==> config.mk <==
export PLATFORM = sky130hd
export DESIGN_NAME = adder_stream_driver
export DESIGN_NICKNAME = d
export VERILOG_FILES = /design/src/rtl/adder_tb_pkg.sv /design/src/rtl/expect_fifo.sv /design/src/rtl/adder_stream_driver.sv
export SDC_FILE = /design/constraint.sdc
export NUM_CORES = 1
export LEC_CHECK = 0
export BUFFER_PORTS_ARGS = -buffer_cell sky130_fd_sc_hd__buf_2
export CORE_ASPECT_RATIO = 0.8
export CORE_MARGIN = 10
export CORE_UTILIZATION = 39
export DETAILED_ROUTE_END_ITERATION = 16
export GPL_ROUTABILITY_DRIVEN = 0
export GPL_TIMING_DRIVEN = 0
export PLACE_DENSITY = 0.58
export SETUP_SLACK_MARGIN = 0.02
export SYNTH_ARGS = -nofsm -noshare
export SYNTH_HDL_FRONTEND = slang
export SYNTH_HIERARCHICAL = 1
export SYNTH_SLANG_ARGS = --single-unit
==> constraint.sdc <==
create_clock -name clk -period 6 [get_ports clk]
set_input_delay 1.2 -clock clk [delete_from_list [all_inputs] [get_ports clk]]
set_output_delay 1.2 -clock clk [all_outputs]
set_load 0.02 [all_outputs]
==> src/rtl/adder_tb_pkg.sv <==
// rtl/adder_tb_pkg.sv - shared types and constants for the adder stream driver
package adder_tb_pkg;

  localparam int WIDTH_DEF = 32;

  typedef enum logic [2:0] {IDLE, RUN, DRAIN, FLUSH, DONE} state_t;

  // Galois taps for x^32 + x^22 + x^2 + x + 1 (right-shifting form)
  localparam logic [31:0] LFSR_TAPS   = 32'h8020_0003;
  localparam logic [3:0]  REFRESH_ALL = 4'hF;

  function automatic logic [31:0] lfsr_next(input logic [31:0] v);
    return (v >> 1) ^ (v[0] ? LFSR_TAPS : 32'h0);
  endfunction

  function automatic logic [15:0] sat_add16(input logic [15:0] a, input logic [15:0] b);
    logic [16:0] s;
    s = {1'b0, a} + {1'b0, b};
    return s[16] ? 16'hFFFF : s[15:0];
  endfunction

endpackage

==> src/rtl/expect_fifo.sv <==
// rtl/expect_fifo.sv - synchronous FIFO of expected sums with clear and occupancy count
module expect_fifo #(
  parameter int DEPTH = 8,
  parameter int DW    = 33
) (
  input  logic                       clk,
  input  logic                       rst,
  input  logic                       clear,
  input  logic                       push,
  input  logic [DW-1:0]              push_data,
  input  logic                       pop,
  output logic [DW-1:0]              pop_data,
  output logic [$clog2(DEPTH+1)-1:0] count
);

  localparam int            PW   = (DEPTH > 1) ? $clog2(DEPTH) : 1;
  localparam logic [PW-1:0] LAST = PW'(DEPTH - 1);

  logic [DW-1:0] mem [DEPTH];
  logic [PW-1:0] wr_ptr;
  logic [PW-1:0] rd_ptr;

  // explicit wrap so non-power-of-two depths work
  function automatic logic [PW-1:0] bump(input logic [PW-1:0] p);
    return (p == LAST) ? '0 : p + 1'b1;
  endfunction

  always_ff @(posedge clk or negedge rst) begin
    if (!rst) begin
      wr_ptr <= '0;
      rd_ptr <= '0;
      count  <= '0;
    end else if (clear) begin
      wr_ptr <= '0;
      rd_ptr <= '0;
      count  <= '0;
    end else begin
      if (push) wr_ptr <= bump(wr_ptr);
      if (pop)  rd_ptr <= bump(rd_ptr);
      case ({push, pop})
        2'b10:   count <= count + 1'b1;
        2'b01:   count <= count - 1'b1;
        default: count <= count;
      endcase
    end
  end

  always_ff @(posedge clk) begin
    if (push && !clear) mem[wr_ptr] <= push_data;
  end

  assign pop_data = mem[rd_ptr];

endmodule

==> src/rtl/adder_stream_driver.sv <==
// rtl/adder_stream_driver.sv - issues operand triples to the pipelined adder and scoreboards its sums
module adder_stream_driver
  import adder_tb_pkg::*;
#(
  parameter int          WIDTH = WIDTH_DEF,
  parameter int          DEPTH = 8,
  parameter logic [31:0] SEED  = 32'h0000_0001
) (
  input  logic             clk,
  input  logic             rst,
  input  logic             start,
  input  logic [15:0]      num_ops,
  input  logic [7:0]       stall_mask,
  input  logic             flush_req,
  output logic             valid_out,
  input  logic             pipe_in_allow,
  output logic [WIDTH-1:0] data_a,
  output logic [WIDTH-1:0] data_b,
  output logic             c_in,
  input  logic             pipe_valid,
  input  logic [WIDTH-1:0] pipe_sum,
  input  logic             pipe_cout,
  output logic             out_allow,
  output logic [3:0]       pipe_flush,
  output logic             busy,
  output logic             done,
  output logic             mismatch,
  output logic [15:0]      pass_cnt,
  output logic [15:0]      err_cnt,
  output logic [15:0]      drop_cnt
);

  localparam int            CW   = $clog2(DEPTH + 1);
  localparam logic [CW-1:0] FULL = CW'(DEPTH);

  state_t           state, state_nx;
  logic [15:0]      issue_left;
  logic [WIDTH-1:0] a_ctr;
  logic [31:0]      lfsr;
  logic [WIDTH-1:0] lfsr_w;
  logic [7:0]       mask;
  logic [2:0]       ptr;
  logic [CW-1:0]    count;
  logic [WIDTH:0]   head;
  logic [WIDTH:0]   exp_sum;
  logic             start_ok, issue_hs, res_hs, pop, res_bad, fifo_clear;

  always_comb begin
    state_nx   = state;
    valid_out  = 1'b0;
    out_allow  = 1'b0;
    pipe_flush = '0;
    start_ok   = 1'b0;
    case (state)
      IDLE, DONE: begin
        if (start) begin
          start_ok = 1'b1;
          state_nx = (num_ops == '0) ? DONE : RUN;
        end
      end
      RUN: begin
        valid_out = (issue_left != '0) && (count < FULL);
        out_allow = mask[ptr];
        if (flush_req)               state_nx = FLUSH;
        else if (issue_left == '0)   state_nx = DRAIN;
      end
      DRAIN: begin
        out_allow = mask[ptr];
        if (flush_req)               state_nx = FLUSH;
        else if (count == '0)        state_nx = DONE;
      end
      FLUSH: begin
        pipe_flush = REFRESH_ALL;
        state_nx   = (issue_left != '0) ? RUN : DONE;
      end
      default: state_nx = IDLE;
    endcase
  end

  assign lfsr_w     = WIDTH'(lfsr);
  assign data_a     = valid_out ? a_ctr  : '0;
  assign data_b     = valid_out ? lfsr_w : '0;
  assign c_in       = valid_out & lfsr[0];
  assign busy       = (state == RUN) || (state == DRAIN) || (state == FLUSH);
  assign done       = (state == DONE);

  assign issue_hs   = valid_out & pipe_in_allow;
  assign res_hs     = out_allow & pipe_valid;
  assign pop        = res_hs & (count != '0);
  // a result with nothing outstanding is as wrong as a bad sum
  assign res_bad    = res_hs && ((count == '0) || ({pipe_cout, pipe_sum} != head));
  assign exp_sum    = {1'b0, a_ctr} + {1'b0, lfsr_w} + {{WIDTH{1'b0}}, lfsr[0]};
  assign fifo_clear = (state == FLUSH) | start_ok;

  always_ff @(posedge clk or negedge rst) begin
    if (!rst) begin
      state      <= IDLE;
      issue_left <= '0;
      a_ctr      <= '0;
      lfsr       <= SEED;
      mask       <= '0;
      ptr        <= '0;
      pass_cnt   <= '0;
      err_cnt    <= '0;
      drop_cnt   <= '0;
      mismatch   <= 1'b0;
    end else begin
      state    <= state_nx;
      mismatch <= res_bad;
      if (start_ok) begin
        issue_left <= num_ops;
        mask       <= stall_mask;
        ptr        <= '0;
        pass_cnt   <= '0;
        err_cnt    <= '0;
        drop_cnt   <= '0;
      end
      if ((state == RUN) || (state == DRAIN)) ptr <= ptr + 3'd1;
      if (issue_hs) begin
        a_ctr      <= a_ctr + 1'b1;
        lfsr       <= lfsr_next(lfsr);
        issue_left <= issue_left - 16'd1;
      end
      if (res_hs) begin
        if (res_bad) err_cnt  <= sat_add16(err_cnt, 16'd1);
        else         pass_cnt <= sat_add16(pass_cnt, 16'd1);
      end
      if (state == FLUSH) drop_cnt <= sat_add16(drop_cnt, 16'(count));
    end
  end

  expect_fifo #(.DEPTH(DEPTH), .DW(WIDTH + 1)) u_expect_fifo (
    .clk       (clk),
    .rst       (rst),
    .clear     (fifo_clear),
    .push      (issue_hs),
    .push_data (exp_sum),
    .pop       (pop),
    .pop_data  (head),
    .count     (count)
  );

endmodule

==> summary.md, run 1 <==
| Metric | Value |
|---|---|
| Avg Cell Area, Syn | 12.91 um2 |
| Maximum VDD drop | 172.4 uV |
| Hold Path Origin | mask[2] |
| Remaining antenna violation count | 0 |
| Drt first pass iters | 5 |
| Number of synthesized register bits | about 420 |
| GR Overflow Total | 0 |
| Worst-path maximum fanout | 10 |
| Via density | around 5.4 |
| Largest cells by area after synthesis | edfxtp_1 40%, dfrtp_1 19%, mux4_2 6.9% |
| Starting Density | 39.33% |
| FP Rows | 74 |
| Synth cell types | between 70 and 80 |
| R2R Path End | u_expect_fifo/mem[2][5] |
| Area leader, netlist | edfxtp_1 |
| Min Clock Period, post-route | between 4 and 5 ns |
| Met1 Wirelength | 24890 um |
| TritonCTS buffer count | 43 |
| EDFF count, synth | 264 |
| WL per Instance | roughly 22 um |
| Synth Cell Area | between 20000 and 25000 um2 |
| WS Path Type | register to primary output |
| Io pins | between 150 and 200 |
| Asr flop ratio synth | around 37% |
| Unrepaired setup endpoints after global routing | false |
| Hold Vio Cnt, Final | 0 |
| Ys flop type | edfxtp_1 |
| All-Layer GR Usage | between 10% and 20% |
| Vias in the first global route | between 10000 and 15000 |
| Seq/Total Area, Yosys | 58.70% |
| Share of cells above drive strength 1 | 22.08% |
| Placed cell area | between 20000 and 25000 um2 |
| Final Max Slew Viols | 0 |
| Max_slew headroom | a little under an eighth |
| H-tree depth | 2 |
| Met3 Routed Length | 2785 um |
| P&R area growth vs syn | 17.63% |
| Fmax achieved | about 0.21 GHz |
| Number of diodes | 0 |
| Critical path endpoint category | primary output |
| Largest net degree at the start of global routing | around 120 |
| Syn_nets | approximately 1700 |
| Core area | between 50000 and 60000 um2 |
| CTS max path bufs | 3 |
| Final setup fails | 0 |
| Slew @ Worst Pin | roughly 1.3 ns |
| Synth top cells by count | 264 x edfxtp_1, 205 x nand2_1, 152 x dfrtp_1 |
| First-pass GRT wire length | 82310 um |
| Hold path depth | 2 |
| P per Cell Area | ~340 nW/um2 |
| Crit share post-route | about four fifths |
| Crit path DAT | around 3.5 ns |
| Clk sinks | ~420 |
| Hold buffers post-CTS | 0 |
| Outcome | finished clean |
| Buffers on Ports | between 150 and 200 |
| Buffer type at the clock tree root | clkbuf_16 |
| CTS clk-pin slew, worst paths | around 0.06 ns |
| Top Metal Used | met4 |
| Pleak | between 0.009 and 0.01 uW |
| PostCTS Resize Cnt | 0 |
| Worst Hold End | mask[2] |
| Hpwl dp | approximately 40000 um |
| Iteration-0 DRC Markers | 1162 |
| R2r worst-path depth | 12 |
| Fill cells | ~4600 |
| Vias | between 10000 and 15000 |
| Die Area | 60880 um2 |
| Cells after Synth | around 1600 |
| Hold WC Path Type | register to register |
| Worst reg2reg startpoint | issue_left[0] |
| Post-Route WL | ~54000 um |
| YS warnings | 6 |
| Startpoint Class | register |
| DRC | 0 |
| Fin area | between 20000 and 25000 um2 |
| Reg2reg setup slack | 1.27 ns |
| Worst-skew pair later-pin latency | roughly 0.58 ns |
| Required time of the critical path | between 4 and 5 ns |
| TritonCTS clock tree | yes |
| Post-CTS setup buffers | 0 |
| Clk_skew | ~0.028 ns |
| Width of the die | ~270 um |
| Nets | 1911 |
| Yosys top cell area share | between 30 and 40% |
| Die height | 222.7 um |
| Initial antenna violation count | 2 |
| Power Total | just over 8000 uW |
| Most common cell in the netlist | edfxtp_1 |
| Metal2 WL | around 25000 um |
| Max cap viols | 0 |
layout by cell type, fill, tap and decap left out, types with 17 or more instances in the layout:
| master | instances |
|---|---|
| a21oi_1 | 68 |
| a31oi_1 | 20 |
| and2_1 | 73 |
| and3_1 | 27 |
| buf_2 | 194 |
| clkbuf_1 | 49 |
| clkbuf_16 | 44 |
| dfrtp_1 | 152 |
| edfxtp_1 | 264 |
| ha_1 | 49 |
| inv_1 | 30 |
| mux2_2 | 17 |
| mux2_4 | 18 |
| mux4_2 | 61 |
| nand2_1 | 205 |
| nand3_1 | 52 |
| nand4_1 | 17 |
| nor2_1 | 77 |
| nor3_1 | 25 |
| nor4_1 | 24 |
| o21ai_0 | 38 |
| xnor2_1 | 47 |
| xor2_1 | 53 |
report_power, final:
| part | switching (uW) | internal [uW] | total (uW) |
|---|---|---|---|
| Combinational | 1230 | 727 | 1960 |
| Clock | 1150 | 1510 | 2660 |
| Sequential | 193 | 3310 | 3500 |
per-layer routing:
layer,track usage [%],up-vias
met5,0,-
met4,5.287,0
met3,2.608,81
met2,27.35,397
met1,24.74,6805
li1,-,6303
flip-flops by register name, indices dropped and copies added (netlist names):
name and flops:
u_expect_fifo/mem 264, a_ctr 32, lfsr 32, drop_cnt 16, err_cnt 16, issue_left 16
pass_cnt 16, mask 8, u_expect_fifo/count 4, ptr 3, state 3, u_expect_fifo/rd_ptr 3
u_expect_fifo/wr_ptr 3, mismatch 1
worst max path at each step:
stage | from | endpoint | slack (ns) | depth (start not counted)
after CTS | issue_left[0] | data_b[9] | 1.26 | 8
after floorplan | issue_left[0] | u_expect_fifo/mem[0][0] | 0.68 | 11
after detailed placement | start | u_expect_fifo/mem[3][18] | 1.17 | 9
final | issue_left[0] | data_b[9] | 1.27 | 8
after global routing | issue_left[0] | data_b[10] | 1.05 | 8
after global placement | start | u_expect_fifo/mem[1][17] | -2.49 | 8
cell families (layout without fill, tap and decap cells):
family | after synthesis | count (layout) | synth area share [%]
multiplexers | 117 | 117 | 10.78
buffers and inverters | 92 | 370 | 2.168
AO/OA/AOI/OAI | 208 | 208 | 6.634
AND/OR/NAND/NOR | 567 | 567 | 14.08
flip-flops | 417 | 417 | 58.70
adder cells (fa/ha/maj) | 51 | 51 | 3.261
XOR/XNOR | 100 | 100 | 4.373
metrics by stage:
| stage | TNS [ns] | hold slack, ns | setup slack (ns) | instances | util, % |
|---|---|---|---|---|---|
| final | 0 | 0.4746 | 1.266 | 2514 | 46.27 |
| after global routing | 0 | 0.4979 | 1.052 | 2514 | 46.27 |
| after CTS | 0 | 0.4747 | 1.259 | 2514 | 46.27 |
| after detailed placement | 0 | 0.4574 | 1.169 | 2436 | 43.49 |
| after global placement | -269.91 | 0.4583 | -2.486 | 2420 | 42.82 |
| after floorplan | 0 | 0.4403 | 0.6764 | 1552 | - |
worst max-delay path, cell delays in order, from the launching register on:
cell and delay, ns:
dfrtp_1 0.39, inv_1 0.09, ha_1 0.22, and4b_1 0.19, a2111oi_2 0.52, clkbuf_1 0.54, clkbuf_1 0.44, and2_1 0.33
buf_2 0.21
layout make-up:
cell class / instances / area, um2 / area share, %
flip-flops and latches: 417 / 11760 / 49.90
multi-input cells: 1043 / 7899 / 33.52
clock buffers: 59 / 1201 / 5.098
repair buffers: 200 / 1199 / 5.087
well taps: 684 / 855.8 / 3.632
plain buffers: 61 / 317.8 / 1.349
clock inverters: 19 / 215.2 / 0.9134
inverters: 31 / 116.4 / 0.4939
Power figures use the tool's default switching activity.
==> inputs of run 2 (changes only) <==
==> constraint.sdc (replaced) <==
create_clock -name clk -period 4.7 [get_ports clk]
set_input_delay 0.94 -clock clk [delete_from_list [all_inputs] [get_ports clk]]
set_output_delay 0.94 -clock clk [all_outputs]
set_load 0.02 [all_outputs]
==> run 2 against run 1 <==
Worst setup slack got worse by 0.98 ns. Clock skew decreased by 0.0037 ns. First-iteration DRC count decreased by 3.6%. Critical path depth unchanged. Hold slack got worse by 0.25 ns. Highest routed layer unchanged.
==> summary.md, run 2 (synthesis gave the netlist of run 1 again) <==
| Metric | Value |
|---|---|
| Number of diodes | 0 |
| Critical path endpoint category | primary output |
| Maximum VDD drop | 290.6 uV |
| Hold WS | about 0.22 ns |
| P&R area growth vs syn | 19.00% |
| P_sw | 3315 uW |
| Clk_skew | around 0.024 ns |
| TritonCTS clock tree | yes |
| DRC | 0 |
| Largest registers | u_expect_fifo/mem: 264 flops, a_ctr: 32 flops, lfsr: 32 flops |
| CTS max path bufs | 3 |
| Clock share of power | 34.4% |
| H-tree depth | 2 |
| Starting Density | 39.33% |
| Crit share post-route | approximately 94% |
| Post-Route WL | approximately 54000 um |
| Seq pwr share | a little over two fifths |
| Hold buffers post-CTS | 0 |
| Pleak | about 0.0099 uW |
| Clk sinks | between 400 and 500 |
| WL per Instance | roughly 22 um |
| Post-layout utilization of the core | between 40% and 50% |
| Unrepaired setup endpoints after global routing | false |
| Share of cells above drive strength 1 | 22.85% |
| Buffers on Ports | roughly 180 |
| Startpoint Class | register |
| GR Overflow Total | 0 |
| All-Layer GR Usage | between 10% and 20% |
| Outcome | finished clean |
| Vias | roughly 14000 |
| Remaining antenna violation count | 0 |
| Via density | between 5 and 6 |
| Max reg flops | between 200 and 300 |
| Drt first pass iters | 5 |
| FP Rows | between 70 and 80 |
| Final setup fails | 0 |
| First-pass GRT wire length | roughly 83000 um |
| Max cap viols | 0 |
| Power Total | 10640 uW |
| P per Cell Area | about 450 nW/um2 |
| Crit path DAT | around 3.5 ns |
| Setup_tns | 0 ns |
| Core area | slightly above 50000 um2 |
| CP Launch Point | issue_left[0] |
| Combinational fraction of design power | a little under a quarter |
| Buffer type at the clock tree root | clkbuf_16 |
| Die height | between 200 and 250 um |
| Vias in the first global route | approximately 13000 |
| Hpwl dp | 39580 um |
| Iteration-0 DRC Markers | 1120 |
| Most common cell after layout, fill and taps aside | edfxtp_1 |
| Worst-skew pair later-pin latency | between 0.5 and 0.6 ns |
| Io pins | roughly 190 |
| Required time of the critical path | around 3.8 ns |
| CTS clk-pin slew, worst paths | roughly 0.06 ns |
| Min Clock Period, post-route | ~4.4 ns |
| Hold WC Path Type | primary input to asynchronous set/reset pin |
| Worst-path maximum fanout | 10 |
| Fmax achieved | roughly 0.23 GHz |
| Power Internal | 7325 uW |
| Top reg by flops | u_expect_fifo/mem |
| Die Area | 60880 um2 |
| TritonCTS buffer count | 44 |
| Width of the die | ~270 um |
| WS Path Type | register to primary output |
| Slew @ Worst Pin | about 1.1 ns |
| Nets | ~1900 |
| Final Max Slew Viols | 0 |
| Hold Vio Cnt, Final | 0 |
| Largest net degree at the start of global routing | ~120 |
| Most frequent cells in the layout | 264 x edfxtp_1, 205 x nand2_1, 194 x buf_2 |
| Initial antenna violation count | 2 |
| Worst reg2reg startpoint | state[1] |
| Max_slew headroom | about a quarter |
| Sw Ratio | 31.16% |
-- run 2: cell count changes in the layout (fill, tap and decap cells not counted), moves of 2 or more --
cell	previous run	this run
buf_12	6	11
buf_16	4	7
buf_4	5	10
buf_6	9	1
bufinv_16	2	6
clkbuf_1	49	41
clkinv_2	4	9
clkinv_4	2	0
nor3_4	1	3
-- run 2: area by class of cell --
| type | count | area (um2) |
|---|---|---|
| fill | 4562 | 27090 |
| inverter | 31 | 116.4 |
| clock inverter | 29 | 359.1 |
| tap | 684 | 855.8 |
| multi-input combinational | 1043 | 7916 |
| timing repair buffer | 205 | 1329 |
| sequential | 417 | 11760 |
| clock buffer | 52 | 1181 |
| buffer | 61 | 319.1 |
-- run 2: path summary, 6_finish.rpt --
path / to / slack, ns / depth (start not counted)
max in group asynchronous: u_expect_fifo/rd_ptr[0] / 3.57 / 2
worst max-delay path: data_b[9] / 0.29 / 8
worst max register to register: u_expect_fifo/mem[7][0] / 0.34 / 10
worst min-delay path: pass_cnt[12] / 0.22 / 1
min in group clk: mask[2] / 0.47 / 2
worst min register to register: mask[2] / 0.47 / 2
-- run 2: repair_timing --
| action | 4_1_cts | 5_1_grt |
|---|---|---|
| endpoints found under the hold margin | 0 | 0 |
| resized for setup | 0 | 2 |
| setup endpoints to repair | 0 | 138 |
| buffers inserted | 0 | 9 |
-- run 2: through the flow --
stage	setup WS, ns	instances	instance area (um2)
finish	0.2908	2522	23830
detailed placement	0.04689	2432	22170
floorplan	0.2602	1552	20040
global route	0.04996	2522	23830
CTS	0.05363	2513	23710
global placement	-1.915	2420	21820
-- run 2: power groups by stage --
stage               combinational, uW  clock [uW]  sequential (uW)
floorplan                        1600           0             4500
finish                           2510        3660             4470
detailed placement               2500           0             4540
global route                     2750        3900             4510
global placement                 2390           0             4530
CTS                              2510        3740             4470
-- run 2: worst max-delay path: stages, from the launching register on --
cell	delay, ns
dfrtp_1	0.40
inv_1	0.10
ha_1	0.23
and4b_1	0.19
a2111oi_2	0.52
clkbuf_1	0.51
clkbuf_1	0.39
and2_1	0.32
buf_2	0.22
-- run 2: metal layers --
metal | wire length (um) | share of wire, % | global-route usage [%] | up-vias
met4 | 1070 | 2.0 | 4.681 | 0
li1 | - | - | - | 6329
met2 | 25850 | 48 | 28.28 | 382
met1 | 24430 | 45 | 24.27 | 6814
met5 | 0 | 0 | 0 | -
met3 | 3001 | 5.5 | 3.167 | 61
==> inputs of run 3 (changes only) <==
--- a/config.mk
+++ b/config.mk
@@ -5,6 +5,7 @@
 export SDC_FILE = /design/constraint.sdc
 export NUM_CORES = 1
 export LEC_CHECK = 0
+export ABC_AREA = 1
 export BUFFER_PORTS_ARGS = -buffer_cell sky130_fd_sc_hd__buf_2
 export CORE_ASPECT_RATIO = 0.8
 export CORE_MARGIN = 10
==> run 3 against run 2 <==
Hold slack better by 0.079 ns. Combinational power grew to 2.9 times the previous value. Die area is 11% higher. Non-clock buffer count is 22 higher. Via count is 42% higher. Register-to-register slack better by 0.72 ns. Synthesized area is 12% higher. Critical endpoint is now pipe_flush[2]. Largest cell class unchanged.
==> summary.md, run 3 <==
| Metric | Value |
|---|---|
| Setup_tns | 0 ns |
| Buffer type at the clock tree root | clkbuf_16 |
| CTS clk-pin slew, worst paths | ~0.060 ns |
| Largest cells by area after synthesis | edfxtp_1 35%, dfrtp_1 17%, nand2_1 11% |
| First-pass GRT wire length | approximately 110000 um |
| TritonCTS clock tree | yes |
| Maximum VDD drop | about 330 uV |
| Crit path DAT | 2.72 ns |
| Most frequent cells in the layout | 641 x nand2_1, 497 x nor2_1, 264 x edfxtp_1 |
| Pleak | around 0.012 uW |
| Clk_skew | ~0.022 ns |
| PostCTS Resize Cnt | 0 |
| Slew @ Worst Pin | about 1.1 ns |
| Io pins | 185 |
| YS warnings | 6 |
| Die Area | between 60000 and 70000 um2 |
| Startpoint Class | register |
| Via density | around 5.2 |
| Vias | approximately 19000 |
| Drt first pass iters | 6 |
| Starting Density | about two fifths |
| Remaining antenna violation count | 0 |
| Number of synthesized register bits | around 420 |
| Most common cell in the netlist | nand2_1 |
| Buffers on Ports | approximately 180 |
| TritonCTS buffer count | 46 |
| Fin cells | around 3700 |
| Synth top cells by count | 641 x nand2_1, 505 x nor2_1, 264 x edfxtp_1 |
| Required time of the critical path | approximately 3.8 ns |
| WL per Instance | about 19 um |
| Clk sinks | around 420 |
| Max reg flops | 264 |
| Largest net degree at the start of global routing | 80 |
| Placed insts | between 3000 and 4000 |
| H-tree depth | 2 |
| Final setup fails | 0 |
| Final Max Slew Viols | 0 |
| Hold buffers post-CTS | 0 |
| CTS max path bufs | 3 |
| Worst-path maximum fanout | 13 |
| Critical path endpoint category | primary output |
| Hold Vio Cnt, Final | 0 |
| Hold WC Path Type | primary input to asynchronous set/reset pin |
| Nets | 3053 |
| Synth cell types | between 40 and 50 |
| Iteration-0 DRC Markers | ~1600 |
| Core area | roughly 57000 um2 |
| Avg Cell Area, Syn | between 8 and 9 um2 |
| Post-Route WL | around 69000 um |
| EDFF count, synth | roughly 260 |
| Cells after Synth | approximately 2700 |
| Most common cell after layout, fill and taps aside | nand2_1 |
| Ys flop type | edfxtp_1 |
| Width of the die | between 200 and 300 um |
| Area of the multi-input gates | ~9200 um2 |
| Worst-skew pair later-pin latency | approximately 0.59 ns |
| Min Clock Period, post-route | around 3.7 ns |
| Max_slew headroom | 28.18% |
| Seq/Total Area, Yosys | a little over half |
| Combined flip-flop and latch cell area | 11760 um2 |
| DRC | 0 |
| Unrepaired setup endpoints after global routing | false |
| Vias in the first global route | roughly 19000 |
| Synth Cell Area | 22530 um2 |
| Largest registers | u_expect_fifo/mem: 264 flops, a_ctr: 32 flops, lfsr: 32 flops |
| Fmax achieved | around 0.27 GHz |
| Initial antenna violation count | 3 |
| Hpwl dp | 52050 um |
| GR Overflow Total | 0 |
| Crit share post-route | just under 80% |
| Area leader, netlist | edfxtp_1 |
| All-Layer GR Usage | approximately 20% |
| WS Path Type | register to primary output |
| P per Cell Area | between 600 and 700 nW/um2 |
| Die height | 235.0 um |
| Fill cells | between 5000 and 6000 |
| Setup WS pre-CTS | between 0.9 and 1 ns |
| Max cap viols | 0 |
| Asr flop ratio synth | a little under two fifths |
| Yosys top cell area share | 35.18% |
| Outcome | finished clean |
| Crit path setup slack, layout | around 1.0 ns |
| FP Rows | 78 |
| P&R area growth vs syn | 16.53% |
| Post-CTS setup buffers | 0 |
| Top reg by flops | u_expect_fifo/mem |
| Share of cells above drive strength 1 | between 10% and 20% |
| Syn_nets | 2812 |
## run 3: changes by cell type in the layout (fill, tap and decap cells not counted), sizes merged, moves of 22 or more
cell	change
and3	-27
nand2	+441
inv	+225
nor2	+430
mux2	-35
nand3	+90
buf	+37
xnor2	-29
nor4	-28
mux4	-68
o21ai	+307
a21oi	-22
and2	-70
## run 3: routing by layer
| metal | track usage [%] | up-vias | routed length (um) |
|---|---|---|---|
| met5 | 0 | - | 0 |
| met4 | 6.257 | 0 | 1861 |
| met3 | 3.084 | 108 | 4254 |
| met2 | 31.58 | 566 | 31320 |
| met1 | 27.84 | 9254 | 31880 |
| li1 | - | 9318 | - |
## run 3: metrics by stage
step / total power, uW / util (%) / instance area (um2) / hold slack, ns
global placement: 13100 / 42.89 / 24400 / 0.4609
detailed placement: 13290 / 43.44 / 24710 / 0.4705
global route: 18130 / 46.15 / 26260 / 0.3543
floorplan: 10560 / - / 22530 / 0.4429
CTS: 17040 / 46.14 / 26250 / 0.3390
finish: 17020 / 46.15 / 26260 / 0.3039
## run 3: power breakdown
part / leakage, uW / total [uW] / internal (uW) / switching (uW)
combinational: 0.00657 / 7390 / 2040 / 5350
sequential: 0.00437 / 5920 / 5390 / 523
clock: 0.000740 / 3720 / 2210 / 1510
total: 0.0117 / 17000 / 9640 / 7380
## run 3: cell families (layout without fill, tap and decap cells)
group                    Yosys count  after routing  share of synthesized area (%)
XOR/XNOR                          88             88                          3.421
flip-flops                       417            417                          52.18
other                              0              2                              0
buffers and inverters            351            627                          7.097
AND/OR/NAND/NOR                 1379           1379                          24.89
AO/OA/AOI/OAI                    412            412                          9.512
adder cells (fa/ha/maj)           51             51                          2.899
## run 3: critical path, cell delays in order (launching register included)
cell and delay [ns]:
dfrtp_1 0.38, inv_1 0.08, nor3_2 0.85, clkbuf_1 0.48, buf_4 0.19, buf_2 0.16
## run 3: path summary, 6_finish.rpt
path                            cells after the start  slack, ns                       to                     from
worst max-delay path                                5       1.04            pipe_flush[2]                 state[1]
worst min-delay path                                1       0.30                 mismatch                      rst
worst max register to register                     16       1.06              err_cnt[11]  u_expect_fifo/rd_ptr[0]
worst min register to register                      2       0.49                  mask[0]                  mask[0]
max in group asynchronous                           2       3.51  u_expect_fifo/wr_ptr[2]                      rst
min in group clk                                    2       0.49                  mask[0]                  mask[0]
## run 3: area by class of cell
class	instances	share of cell area, %
Clock inverter	27	1.291
Tap cell	760	3.622
Buffer	95	2.421
Multi-Input combinational cell	1930	35.17
Antenna cell	2	0.01906
Sequential cell	417	44.78
Timing Repair Buffer	193	4.460
Clock buffer	56	4.565
Inverter	256	3.669
